--- src/rtl/ovs_arb_pkg.sv ---
// Shared types and constants for the two-source frame arbiter in front of the oversampler.
package ovs_arb_pkg;

  localparam int NUM_REQ = 2;

  typedef enum logic [1:0] {
    IDLE  = 2'd0,
    PASS  = 2'd1,
    GAP   = 2'd2,
    DRAIN = 2'd3
  } ovs_arb_state_t;

  typedef logic req_idx_t;

  function automatic logic [NUM_REQ-1:0] idx_to_onehot(input req_idx_t idx);
    return idx ? 2'b10 : 2'b01;
  endfunction

endpackage

--- src/rtl/ovs_rr_pick2.sv ---
// Two-way round-robin pick: a lone request wins outright, a tie goes to the one not served last.
module ovs_rr_pick2
  import ovs_arb_pkg::*;
(
  input  logic [NUM_REQ-1:0] req,
  input  req_idx_t           last_served,
  output req_idx_t           gnt_idx,
  output logic               gnt_valid
);

  always_comb begin
    gnt_valid = |req;
    if (req == 2'b11) begin
      gnt_idx = ~last_served;
    end else begin
      gnt_idx = req[1];
    end
  end

endmodule

--- src/rtl/axis_ovs_frame_arbiter.sv ---
// Frame-locked round-robin arbiter sharing one 1-bit AXI-Stream sink between two sources,
// with a post-frame idle gap and a beat watchdog that truncates and drains runaway frames.
//
// state | meaning
// IDLE  | no owner; arbitrate on tvalid and latch the winner
// PASS  | owner's stream forwarded combinationally to m_axis
// DRAIN | frame truncated; owner's tail accepted and discarded up to its tlast
// GAP   | GAP_CYCLES cycles with every tready low
module axis_ovs_frame_arbiter
  import ovs_arb_pkg::*;
#(
  parameter int GAP_CYCLES    = 4,
  parameter int MAX_FRAME_LEN = 64
) (
  input  logic       i_clk,
  input  logic       i_rst_n,
  input  logic       s0_axis_tdata,
  input  logic       s0_axis_tvalid,
  input  logic       s0_axis_tlast,
  output logic       s0_axis_tready,
  input  logic       s1_axis_tdata,
  input  logic       s1_axis_tvalid,
  input  logic       s1_axis_tlast,
  output logic       s1_axis_tready,
  output logic       m_axis_tdata,
  output logic       m_axis_tvalid,
  output logic       m_axis_tlast,
  input  logic       m_axis_tready,
  output logic [1:0] o_grant,
  output logic       o_overrun
);

  localparam int BEAT_W = $clog2(MAX_FRAME_LEN + 1);
  localparam int GAP_W  = (GAP_CYCLES > 0) ? $clog2(GAP_CYCLES + 1) : 1;
  localparam logic [BEAT_W-1:0] BEAT_LAST = BEAT_W'(MAX_FRAME_LEN - 1);
  localparam logic [GAP_W-1:0]  GAP_LAST  = GAP_W'((GAP_CYCLES > 0) ? GAP_CYCLES - 1 : 0);
  localparam ovs_arb_state_t    END_STATE = (GAP_CYCLES == 0) ? IDLE : GAP;

  ovs_arb_state_t    state_q, state_d;
  req_idx_t          sel_q, last_served_q;
  logic [BEAT_W-1:0] beat_cnt_q;
  logic [GAP_W-1:0]  gap_cnt_q;
  logic [1:0]        grant_q;
  logic              overrun_q;

  req_idx_t gnt_idx;
  logic     gnt_valid;
  logic     sel_tdata, sel_tvalid, sel_tlast, sel_tready;
  logic     at_limit, grab, beat_inc, frame_end, truncate;

  ovs_rr_pick2 u_pick (
    .req         ({s1_axis_tvalid, s0_axis_tvalid}),
    .last_served (last_served_q),
    .gnt_idx     (gnt_idx),
    .gnt_valid   (gnt_valid)
  );

  assign sel_tdata  = sel_q ? s1_axis_tdata  : s0_axis_tdata;
  assign sel_tvalid = sel_q ? s1_axis_tvalid : s0_axis_tvalid;
  assign sel_tlast  = sel_q ? s1_axis_tlast  : s0_axis_tlast;
  assign at_limit   = (beat_cnt_q == BEAT_LAST);

  assign s0_axis_tready = sel_tready & ~sel_q;
  assign s1_axis_tready = sel_tready &  sel_q;
  assign o_grant        = grant_q;
  assign o_overrun      = overrun_q;

  always_ff @(posedge i_clk or negedge i_rst_n) begin
    if (!i_rst_n) begin
      state_q <= IDLE;
    end else begin
      state_q <= state_d;
    end
  end

  always_comb begin
    state_d       = state_q;
    m_axis_tdata  = 1'b0;
    m_axis_tvalid = 1'b0;
    m_axis_tlast  = 1'b0;
    sel_tready    = 1'b0;
    grab          = 1'b0;
    beat_inc      = 1'b0;
    frame_end     = 1'b0;
    truncate      = 1'b0;
    case (state_q)
      IDLE: begin
        if (gnt_valid) begin
          grab    = 1'b1;
          state_d = PASS;
        end
      end
      PASS: begin
        m_axis_tdata  = sel_tdata;
        m_axis_tvalid = sel_tvalid;
        // The watchdog beat always carries tlast so the sink sees a closed frame.
        m_axis_tlast  = sel_tlast | at_limit;
        sel_tready    = m_axis_tready;
        if (sel_tvalid && m_axis_tready) begin
          beat_inc = 1'b1;
          if (sel_tlast) begin
            frame_end = 1'b1;
            state_d   = END_STATE;
          end else if (at_limit) begin
            truncate = 1'b1;
            state_d  = DRAIN;
          end
        end
      end
      DRAIN: begin
        sel_tready = 1'b1;
        if (sel_tvalid && sel_tlast) begin
          frame_end = 1'b1;
          state_d   = END_STATE;
        end
      end
      GAP: begin
        if (gap_cnt_q == GAP_LAST) begin
          state_d = IDLE;
        end
      end
      default: state_d = IDLE;
    endcase
  end

  always_ff @(posedge i_clk or negedge i_rst_n) begin
    if (!i_rst_n) begin
      sel_q         <= 1'b0;
      last_served_q <= 1'b1;
      beat_cnt_q    <= '0;
      gap_cnt_q     <= '0;
      grant_q       <= '0;
      overrun_q     <= 1'b0;
    end else begin
      overrun_q <= truncate;
      if (grab) begin
        sel_q         <= gnt_idx;
        last_served_q <= gnt_idx;
        grant_q       <= idx_to_onehot(gnt_idx);
        beat_cnt_q    <= '0;
      end else if (beat_inc) begin
        beat_cnt_q <= beat_cnt_q + BEAT_W'(1);
      end
      if (frame_end) begin
        grant_q <= '0;
      end
      if (state_d == GAP && state_q != GAP) begin
        gap_cnt_q <= '0;
      end else if (state_q == GAP) begin
        gap_cnt_q <= gap_cnt_q + GAP_W'(1);
      end
    end
  end

endmodule

--- config.mk ---
export PLATFORM = sky130hd
export DESIGN_NAME = axis_ovs_frame_arbiter
export DESIGN_NICKNAME = d
export VERILOG_FILES = /design/src/rtl/ovs_arb_pkg.sv /design/src/rtl/ovs_rr_pick2.sv /design/src/rtl/axis_ovs_frame_arbiter.sv
export SDC_FILE = /design/constraint.sdc
export NUM_CORES = 1
export LEC_CHECK = 0
export BUFFER_PORTS_ARGS = -buffer_cell sky130_fd_sc_hd__clkbuf_2
export CAP_MARGIN = 40
export CORE_MARGIN = 4
export CORE_UTILIZATION = 56
export DETAILED_ROUTE_END_ITERATION = 7
export GPL_TIMING_DRIVEN = 0
export HOLD_SLACK_MARGIN = 0.15
export PLACE_DENSITY = 0.81
export SETUP_SLACK_MARGIN = 0.3
export SYNTH_ARGS = -nofsm -noshare
export SYNTH_HDL_FRONTEND = slang
export SYNTH_SLANG_ARGS = --single-unit
--- constraint.sdc ---
create_clock -name i_clk -period 3.6 [get_ports i_clk]
set_input_delay 0.72 -clock i_clk [delete_from_list [all_inputs] [get_ports i_clk]]
set_output_delay 0.72 -clock i_clk [all_outputs]
set_load 0.03 [all_outputs]
==> summary.md, run 1 <==
| Metric | Value |
|---|---|
| Status | finished clean |
| Antenna violations before repair | 0 |
| Initial detailed-routing violation count | 10 |
| Number of different library cells in the post-synthesis netlist | 28 |
| Kind of end point of the critical path | primary output |
| CTS Hold Buffers Added | 0 |
| Peak VDD IR | about 0.45 mV |
| Die Outline Area | approximately 0.0022 sq mm |
| Vias | roughly 700 |
| Number of cells in the design after placement | 120 |
| Number of nets produced by synthesis | 101 |
| RSZ-0062 raised after global routing | false |
| Fin util | 72.34% |
| Die height | about 47 um |
| Net switching power | between 0.0003 and 0.0004 W |
| RD Place Congestion | 0.7800 |
| Required @ worst endpoint | between 2000 and 3000 ps |
| Total power draw | between 0.0007 and 0.0008 W |
| Number of pins with negative max-slew slack in the final report | 0 |
| Post-Route Skew | between 6 and 7 ps |
| Floorplan row count | 13 |
| CTS H-tree depth | 1 |
| Pwr/cell area | approximately 740 mW/mm^2 |
| Layout Nets | between 100 and 150 |
| Placeable Area | about 0.0014 sq mm |
| Cell area after layout | ~990 sq um |
| Number of clock sinks | 17 |
| Half-perimeter wire length after placement | around 1.3 mm |
| Final setup violation count | 0 |
| Via count of the first global-routing pass | about 670 |
| Area Overhead vs Synth | 14.66% |
| Final total negative setup slack | 0 ps |
| Number of storage elements in the synthesis netlist | 17 |
| Gate power share | between 40% and 50% |
| Share of final-layout standard cells stronger than drive strength 1 | a little under a quarter |
| Int Power | between 0.0004 and 0.0005 W |
| Final hold vios | 0 |
| Top cells by area in the synthesized netlist | dfrtp_1, nand2_1, nor2_1, mux2i_1, o21ai_0 |
| Global-route wire length before repair | ~2.9 mm |
| Residual antenna-violating net count after detailed routing | 0 |
| Post-DR vias/cell | ~5.7 |
| Clock slew at reported path FFs | ~100 ps |
| Post-detailed-route DRC marker count | 0 |
| Part of the power in registers | between 30% and 40% |
| Post-CTS Setup Inserts | 0 |
| Final worst-path cycle share | between 60% and 70% |
| Cell with the most instances after synthesis | dfrtp_1 |
| Layout fillers | 111 |
| Worst slew pin tran | 571.9 ps |
| Number of flops mapped to enable cells by yosys | 0 |
| Proportion of synthesized flip-flops having asynchronous set or reset | 100.0% |
| Insertion delay to the later sink of the worst-skew pair | about 300 ps |
| Area after DPL | just under 0.001 sq mm |
| Critical Path Start Type | register |
| Synth Cell Area | roughly 860 sq um |
| Effective utilization at floorplan | ~63% |
| Maximum Capacitance Violations | 0 |
| Average wire per standard cell | 13.45 um |
| Number of instances resized during post-cts repair | 0 |
| Final worst path period need | approximately 2400 ps |
| Maximum clock path buffer count | 2 |
| Cts bufs inserted | 3 |
| Max-Slew Margin vs Limit | about three fifths |
| Width of the die | 47.24 um |
| Proportion of total power due to net switching | between 40 and 50% |
| GRT overflow | 0 |
| TritonCTS clock tree | yes |
| Most instantiated cells after synthesis | dfrtp_1, nand2_1, nor2_1 |
| Number of cells in the finished layout apart from fillers | approximately 120 |
| Ys Warns | 0 |
| Largest net degree at the start of global routing | 18 |
| Instance count of the mapped netlist | between 80 and 90 |
| Master cell of the clock root buffer | clkbuf_4 |
| Syn avg cell area | approximately 9.7 sq um |
| Startpoint-to-endpoint class of the critical path | register to primary output |
| Post-synth top area share | roughly 46% |
| ANT cells | 0 |
| Clock network power share | 14.4% |
| Number of buffer cells added on primary ports | 16 |
| Post-synth top area cell | dfrtp_1 |
| Most used flip-flop cell after synthesis | dfrtp_1 |
| Global routing usage summed across all routing layers | between 10% and 20% |
| I/O Pins | 17 |
| Worst-path fanout max | 4 |
| Max Clock Freq | 0.4218 GHz |
| Kind of path behind the tightest hold check | input pin to asynchronous set/reset pin |
| Sequential fraction of the synthesis area | between 40% and 50% |
| Final Routed Wirelength | roughly 1.7 mm |
| Data arrival time of the critical path | ~1700 ps |
| Leakage | 0.5027 nW |
| Router iterations before antenna repair | 4 |
[critical path, stage by stage (launching register included)]
cell and delay (ps):
dfrtp_1 400, ha_1 220, nand2_1 90, o21ai_0 260
nor2b_1 170, clkbuf_2 210
[path summary, 6_finish.rpt]
kind	from	endpoint	slack, ps	cells after the start
worst max-delay path	beat_cnt_q[0]$_DFFE_PN0P_	m_axis_tlast	1230	5
worst min-delay path	i_rst_n	beat_cnt_q[0]$_DFFE_PN0P_	330	1
worst max register to register	sel_q$_DFFE_PN0P_	beat_cnt_q[6]$_DFFE_PN0P_	1710	6
worst min register to register	last_served_q$_DFFE_PN1P_	last_served_q$_DFFE_PN1P_	460	2
max in group asynchronous	i_rst_n	last_served_q$_DFFE_PN1P_	2930	1
min in group i_clk	last_served_q$_DFFE_PN1P_	last_served_q$_DFFE_PN1P_	460	2
[metrics by stage]
stage / hold WS (ps) / setup WS [ps]
final: 333.0 / 1229
after global routing: 355.3 / 1073
after CTS: 343.7 / 1233
after detailed placement: 451.2 / 1315
after global placement: 445.7 / 1331
after floorplan: 424.4 / 1507
[cell usage in the layout, fill, tap and decap left out, drive strengths merged]
cell     n
a21oi    2
o31ai    1
inv      3
or3      1
or2      1
dfstp    1
and3     2
nand3    1
dfrtp   16
a22o     1
nand2   15
clkinv   1
clkbuf  19
a22oi    1
xor2     4
nor2    11
nand4    2
buf      2
nor2b    1
o21ai    8
and2b    1
nand4b   1
nor3b    1
mux2i    4
o21a     1
o22ai    2
nand2b   3
ha       3
[area by class of cell]
| cell class | instances | area [sq um] | area share [%] |
|---|---|---|---|
| flip-flops and latches | 17 | 426.7 | 43.16 |
| multi-input cells | 67 | 412.9 | 41.77 |
| repair buffers | 16 | 80.08 | 8.101 |
| clock buffers | 3 | 22.52 | 2.278 |
| well taps | 15 | 18.77 | 1.899 |
| plain buffers | 2 | 11.26 | 1.139 |
| inverters | 3 | 11.26 | 1.139 |
| clock inverters | 1 | 5.005 | 0.5063 |
[logic make-up (layout without fill, tap and decap cells)]
logic type               count (synthesis)  after routing  synth area share (%)
adder cells (fa/ha/maj)                  3              3                 4.355
flip-flops                              17             17                 49.49
AND/OR/NAND/NOR                         40             40                 23.95
AO/OA/AOI/OAI                           16             16                 10.89
XOR/XNOR                                 4              4                 4.063
multiplexers                             4              4                 4.645
buffers and inverters                    5             25                 2.612
[metal layers]
metal	vias to the layer above	global-route usage [%]	wire [um]
met5	-	0	0
met2	30	28.88	692
met3	5	3.448	146
li1	344	-	-
met1	324	26.09	785
met4	0	11.60	44
[power by group through the flow]
stage	Sequential [W]	Clock, W	Combinational [W]
floorplan	0.000301	0	0.000240
CTS	0.000289	0.000108	0.000339
global placement	0.000289	0	0.000324
finish	0.000290	0.000105	0.000335
global route	0.000298	0.000116	0.000379
detailed placement	0.000294	0	0.000337
[sequential cells by signal, indices dropped and copies added (netlist names)]
register	cells
gap_cnt_q	3
state_q	2
beat_cnt_q	7
o_overrun	1
last_served_q	1
sel_q	1
o_grant	2
(Power assumes the default switching activity.)
==> inputs of run 2 (changes only) <==
Settings changed: CORE_UTILIZATION 56 to 52, PLACE_DENSITY 0.81 to 0.76.
Clock period 3.6 ns to 2.2 ns, I/O delays scaled along.
==> run 2 against run 1 <==
Sequential share of layout area down 3.2 points. Sequential power rose by 64%. Cell count rose by 4.8%. Clock skew down 3.1 ps. Power up 74%. Register-to-register slack worse by 1300 ps. Combinational power is 90% higher. Largest power group unchanged. Highest routed layer unchanged.
==> summary.md, run 2 (synthesized netlist as in run 1, its figures left out) <==
| Metric | Value |
|---|---|
| Status | finished clean (unchanged) |
| Half-perimeter wire length after placement | 1.303 mm (was 1.276 mm) |
| TritonCTS clock tree | yes (unchanged) |
| Final hold vios | 0 (unchanged) |
| Commonest cells after routing, fill and taps aside | dfrtp_1, clkbuf_2, nand2_1, nor2_1, o21ai_0 (unchanged) |
| Largest registers | beat_cnt_q x7, gap_cnt_q x3 (unchanged) |
| Sequential Area | 426.7 sq um (unchanged) |
| Biggest register | beat_cnt_q (unchanged) |
| Post-placement setup slack | 310.2 ps (was 1315 ps) |
| Post-Route Skew | 3.795 ps (was 6.940 ps) |
| RSZ-0062 raised after global routing | true (was false) |
| Number of buffers and inverters on the critical path | 1 (unchanged) |
| Flip-flop count of the largest register, all copies and words added | 7 (unchanged) |
| Number of cells on the worst hold path | 2 |
| I/O Pins | 17 (unchanged) |
| Pwr/cell area | 1190 mW/mm^2 (was 739.5 mW/mm^2) |
| Final setup margin | 371.9 ps (was 1229 ps) |
| Effective utilization at floorplan | 55.93% (was 63.10%) |
| Total power draw | 0.001271 W (was 0.0007310 W) |
| Floorplan row count | 14 (was 13) |
| Router iterations before antenna repair | 4 (unchanged) |
| Global routing usage summed across all routing layers | 15.88% (was 19.37%) |
| ANT cells | 0 (unchanged) |
| Final setup violation count | 0 (unchanged) |
| Clock slew at reported path FFs | 100 ps (about the same) |
| Kind of path behind the tightest hold check | register to register (was input pin to asynchronous set/reset pin) |
| Leakage | 0.5265 nW (was 0.5027 nW) |
| Antenna violations before repair | 0 (unchanged) |
| Max-Slew Margin vs Limit | 61.75% (was 61.47%) |
| Final worst-path cycle share | between 80% and 90% |
| Maximum Capacitance Violations | 0 (unchanged) |
| Average wire per standard cell | 13.34 um (was 13.45 um) |
| CTS H-tree depth | 1 (unchanged) |
| Layout fillers | 117 (was 111) |
| Number of clock sinks | 17 (unchanged) |
| Area Overhead vs Synth | 23.95% (was 14.66%) |
| Final total negative setup slack | 0 ps (unchanged) |
| Net switching power | 0.0005369 W (was 0.0003216 W) |
| Share of final-layout standard cells stronger than drive strength 1 | 28.95% (was 22.94%) |
| Post-detailed-route DRC marker count | 0 (unchanged) |
| RD Place Congestion | 0.7468 (was 0.7800) |
| Max Clock Freq | roughly 0.55 GHz |
| Cts bufs inserted | 3 (unchanged) |
| GRT overflow | 0 (unchanged) |
| Worst path max stage delay | 380 ps (was 400 ps) |
| Vias | 720 (was 703) |
| Data arrival time of the critical path | 1390 ps (was 1650 ps) |
| Final worst path period need | 1828 ps |
| Gate power share | 49.9% (was 45.9%) |
| Width of the die | 48.72 um (was 47.24 um) |
| Die Outline Area | 0.002373 sq mm (was 0.002231 sq mm) |
| Placeable Area | 0.001541 sq mm (was 0.001366 sq mm) |
| Clock network power share | 12.8% (was 14.4%) |
| Kind of end point of the critical path | primary output (unchanged) |
| Peak VDD IR | 0.8281 mV (was 0.4510 mV) |
| Master cell of the clock root buffer | clkbuf_4 (unchanged) |
| Layout Nets | 127 (was 122) |
| Proportion of total power due to net switching | 42.23% (was 44.00%) |
| Global-route wire length before repair | 2.994 mm (was 2.946 mm) |
| Post-DR vias/cell | 5.538 (was 5.669) |
| Crit path max-delay family | flip-flops (unchanged) |
| Startpoint-to-endpoint class of the critical path | register to primary output (unchanged) |
| Worst-path fanout max | 3 (was 4) |
| Critical Path Start Type | register (unchanged) |
| Largest net degree at the start of global routing | 18 (unchanged) |
| Cells on worst reg2reg path | 5 (was 6) |
| Number of pins with negative max-slew slack in the final report | 0 (unchanged) |
| Maximum clock path buffer count | 2 (unchanged) |
| Insertion delay to the later sink of the worst-skew pair | 280 ps (was 300 ps) |
| Worst slew pin tran | 567.7 ps (was 571.9 ps) |
| Part of the power in registers | 37.3% (was 39.7%) |
| Final Routed Wirelength | 1.734 mm (was 1.668 mm) |
| Critical Path, Cell by Cell | ha_2, nand2_2, o21ai_2, nor2b_1, buf_4 (was ha_1, nand2_1, o21ai_0, nor2b_1, clkbuf_2) |
| Via count of the first global-routing pass | 661 (was 665) |
| Number of buffer cells added on primary ports | 16 (unchanged) |
| Most common cell after layout, fill and taps aside | dfrtp_1 |
| Crit path depth | 5 (unchanged) |
| Die height | 48.72 um (was 47.24 um) |
| Multi-input gate area | 446.7 sq um (was 412.9 sq um) |
| Residual antenna-violating net count after detailed routing | 0 (unchanged) |
| Worst path slowest cell | dfrtp_1 (unchanged) |
| Int Power | 0.0007345 W (was 0.0004094 W) |
| Required @ worst endpoint | 1760 ps (was 2880 ps) |
| Initial detailed-routing violation count | 15 (was 10) |
## run 2: repair_timing
item | in CTS | in global routing
endpoints found under the setup margin | 1 | 8
setup buffers | 1 | 3
hold buffers | 1 | 0
pin swaps | 0 | 3
hold endpoints to repair | 16 | 0
resized for setup | 6 | 5
## run 2: metrics by stage
step           std cells  util [%]  hold WS, ps  instance area (sq um)
6_report             130     69.32        468.1                   1069
5_1_grt              130     69.32        496.0                   1069
2_1_floorplan         89         -        144.4                  862.1
4_1_cts              127     66.64        459.1                   1027
3_5_place_dp         121     62.42        393.9                  962.2
3_3_place_gp         121     62.42        392.4                  962.2
## run 2: path summary, 6_finish.rpt
kind                                      startpoint                         to  slack (ps)
hold / removal             last_served_q$_DFFE_PN1P_  last_served_q$_DFFE_PN1P_         470
setup reg to reg                state_q[1]$_DFF_PN0_  beat_cnt_q[6]$_DFFE_PN0P_         460
min in group asynchronous                    i_rst_n     o_grant[0]$_DFFE_PN0P_         620
hold reg to reg            last_served_q$_DFFE_PN1P_  last_served_q$_DFFE_PN1P_         470
setup / recovery           beat_cnt_q[1]$_DFFE_PN0P_               m_axis_tlast         370
max in group asynchronous                    i_rst_n  last_served_q$_DFFE_PN1P_        1260
## run 2: worst register-to-register path, cell delays in order, from the launching register on
cell      delay, ps
dfrtp_1         450
nand2b_1        250
nor3b_4         310
nand4_2         180
or3_1           330
a21oi_1         140
## run 2: cell type report
class | count | share of cell area (%)
clock buffers | 4 | 2.459
inverters | 3 | 1.054
well taps | 16 | 1.874
flip-flops and latches | 17 | 39.93
repair buffers | 21 | 11.48
plain buffers | 2 | 1.405
multi-input cells | 67 | 41.80
## run 2: power by group through the flow
stage,Sequential (W),Combinational (W),Clock (W)
CTS,0.000472,0.000594,0.000165
global placement,0.000474,0.000533,0
global route,0.000488,0.000710,0.000183
floorplan,0.000492,0.000392,0
detailed placement,0.000481,0.000555,0
finish,0.000475,0.000635,0.000162
## run 2: routing by layer
| layer | share of wire, % | routed length, um | track usage (%) | up-vias |
|---|---|---|---|---|
| li1 | - | - | - | 353 |
| met1 | 48 | 830 | 22.31 | 348 |
| met2 | 46 | 797 | 23.04 | 17 |
| met3 | 5.3 | 92 | 4.908 | 2 |
| met4 | 0.81 | 14 | 5.381 | 0 |
| met5 | 0 | 0 | 0 | - |
==> inputs of run 3 (changes only) <==
Clock period 2.2 ns to 1.7 ns, I/O delays scaled along.
==> run 3 against run 2 <==
The flow now finishes with violations (setup timing). Hold slack worse by 18 ps. Register-to-register slack worse by 530 ps. Power rose by 65%. Setup slack got worse by 520 ps. Sequential share of layout area fell by 6.1 points. Combinational power increased by 94%. Non-clock buffer count rose by 8. Wire length increased by 43%. Cell area increased by 18%. Via count is 14% higher. Critical path depth stayed put. Sequential power increased by 37%. Critical path type unchanged. Critical endpoint unchanged. Largest cell class unchanged. Largest power group unchanged.
==> summary.md, run 3 (synthesized netlist as in run 1, its figures left out) <==
| Metric | Value |
|---|---|
| Worst slew pin tran | 435.3 ps (was 567.7 ps) |
| Number of clock sinks | 17 (unchanged) |
| Max-Slew Margin vs Limit | 70.98% (was 61.75%) |
| Data arrival time of the critical path | 1510 ps (was 1390 ps) |
| Final Routed Wirelength | 2.481 mm (was 1.734 mm) |
| Maximum Capacitance Violations | 0 (unchanged) |
| RD Place Congestion | 0.7830 (was 0.7468) |
| Max Clock Freq | about 0.54 GHz |
| Number of buffer cells added on primary ports | 16 (unchanged) |
| Kind of path behind the tightest hold check | input pin to register (was register to register) |
| Final setup violation count | 7 (was 0) |
| Status | complete, but fails checks (was finished clean) |
| Average wire per standard cell | 17.98 um (was 13.34 um) |
| Master cell of the clock root buffer | clkbuf_4 (unchanged) |
| Router iterations before antenna repair | 4 (unchanged) |
| Startpoint-to-endpoint class of the critical path | register to primary output (unchanged) |
| Die height | 48.72 um (unchanged) |
| Final worst path period need | 1849 ps |
| ANT cells | 0 (unchanged) |
| Most common cell after layout, fill and taps aside | dfrtp_1 (unchanged) |
| Post-DR vias/cell | 5.949 (was 5.538) |
| Layout fillers | 80 (was 117) |
| Fin util | 82.06% (was 69.32%) |
| Effective utilization at floorplan | 55.93% (unchanged) |
| Peak VDD IR | 1.194 mV (was 0.8281 mV) |
| Antenna violations before repair | 0 (unchanged) |
| Number of pins with negative max-slew slack in the final report | 0 (unchanged) |
| Worst-path fanout max | 3 (unchanged) |
| Global routing usage summed across all routing layers | 17.02% (was 15.88%) |
| Post-Route Skew | 0.9809 ps (was 3.795 ps) |
| Initial detailed-routing violation count | 15 (unchanged) |
| Final worst-path cycle share | 108.8% |
| Commonest cells after routing, fill and taps aside | dfrtp_1, nand2_1, clkbuf_2, nor2_1 (was dfrtp_1, clkbuf_2, nand2_1, nor2_1, o21ai_0) |
| Area Overhead vs Synth | 46.73% (was 23.95%) |
| RSZ-0062 raised after global routing | true (unchanged) |
| Residual antenna-violating net count after detailed routing | 0 (unchanged) |
| Vias | 821 (was 720) |
| Layout Nets | 135 (was 127) |
| Placeable Area | 0.001541 sq mm (unchanged) |
| Post-placement setup slack | -157.2 ps (was 310.2 ps) |
| Biggest register | beat_cnt_q (unchanged) |
| Post-detailed-route DRC marker count | 0 (unchanged) |
| TritonCTS clock tree | yes (unchanged) |
| Clock slew at reported path FFs | 100 ps (about the same) |
| Critical Path, Cell by Cell | ha_4, nand2_2, o21ai_2, nor2b_2, clkbuf_8 (was ha_2, nand2_2, o21ai_2, nor2b_1, buf_4) |
| Critical Path Start Type | register (unchanged) |
| Violated checks | setup timing |
| Die Outline Area | 0.002373 sq mm (unchanged) |
| I/O Pins | 17 (unchanged) |
| Kind of end point of the critical path | primary output (unchanged) |
| Worst path max stage delay | 420 ps (was 380 ps) |
| GRT overflow | 0 (unchanged) |
| Width of the die | 48.72 um (unchanged) |
| Area after DPL | 968.4 sq um (was 962.2 sq um) |
| Half-perimeter wire length after placement | 1.224 mm (was 1.303 mm) |
| Cell area after layout | 0.001265 sq mm (was 0.001069 sq mm) |
| Floorplan row count | 14 (unchanged) |
| Largest net degree at the start of global routing | 18 (unchanged) |
| CTS H-tree depth | 1 (unchanged) |
| Via count of the first global-routing pass | 716 (was 661) |
| Crit path max-delay family | flip-flops (unchanged) |
| Number of buffers and inverters on the critical path | 1 (unchanged) |
| Final setup margin | -149.2 ps (was 371.9 ps) |
| Cts bufs inserted | 3 (unchanged) |
| Required @ worst endpoint | 1360 ps (was 1760 ps) |
| Flip-flop count of the largest register, all copies and words added | 7 (unchanged) |
| Largest registers | beat_cnt_q x7, gap_cnt_q x3 (unchanged) |
| Share of final-layout standard cells stronger than drive strength 1 | 48.36% (was 28.95%) |
| Global-route wire length before repair | 3.249 mm (was 2.994 mm) |
| Insertion delay to the later sink of the worst-skew pair | 280 ps (about the same) |
| Maximum clock path buffer count | 2 (unchanged) |
| Leakage | 0.5963 nW (was 0.5265 nW) |
| Pwr/cell area | 1656 mW/mm^2 (was 1190 mW/mm^2) |
| Worst path slowest cell | dfrtp_1 (unchanged) |
| Hold slack | 450.0 ps (was 468.1 ps) |
| Final hold vios | 0 (unchanged) |
==> run 3: final timing paths <==
path                                            from                         to  slack, ps  depth (start not counted)
hold reg to reg            last_served_q$_DFFE_PN1P_  last_served_q$_DFFE_PN1P_        480                          2
setup reg to reg                   sel_q$_DFFE_PN0P_  beat_cnt_q[6]$_DFFE_PN0P_        -70                          6
setup / recovery           beat_cnt_q[0]$_DFFE_PN0P_               m_axis_tlast       -150                          5
max in group asynchronous                    i_rst_n  last_served_q$_DFFE_PN1P_        870                          2
min in group asynchronous                    i_rst_n     o_grant[0]$_DFFE_PN0P_        510                          2
hold / removal                        s1_axis_tvalid  last_served_q$_DFFE_PN1P_        450                          3
==> run 3: final cells by class <==
cell class	count	area, sq um	share of cell area [%]
inverters	3	11.26	0.8902
plain buffers	2	15.01	1.187
multi-input cells	67	533.0	42.14
well taps	16	20.02	1.583
flip-flops and latches	17	427.9	33.83
repair buffers	29	231.5	18.30
clock buffers	4	26.28	2.077
==> run 3: through the flow <==
step | std cells | total power (W) | setup TNS (ps)
floorplan | 89 | 0.001157 | 0
global placement | 121 | 0.001316 | -255.9
detailed placement | 121 | 0.001342 | -519.0
CTS | 134 | 0.001781 | -45.00
global route | 138 | 0.002204 | -733.3
finish | 138 | 0.002094 | -362.3
==> run 3: layer usage <==
layer | track usage, % | wire length [um]
met3 | 2.761 | 117
met2 | 26.74 | 1343
met1 | 23.32 | 967
met5 | 0 | 0
met4 | 6.726 | 53
==> run 3: worst reg2reg max path, delay by kind of cell (launching register included) <==
family / cells / cell delay (ps)
compound gates: 1 / 210
simple gates: 3 / 740
flops: 1 / 390
buf+inv: 1 / 140
mux: 1 / 200
==> run 3: power breakdown <==
group | total [W] | internal [W] | switching (W)
registers | 0.000652 | 0.000530 | 0.000122
logic | 0.00123 | 0.000573 | 0.000655
clock network | 0.000215 | 0.0000911 | 0.000124
total | 0.00209 | 0.00119 | 0.000901
==> run 3: repair_timing <==
action	CTS	global route
gates cloned	0	0
buffers inserted	8	4
resized for setup	25	25
endpoints found under the setup margin	19	18
pin swaps	8	12
endpoints found under the hold margin	16	0
hold buffers	1	0
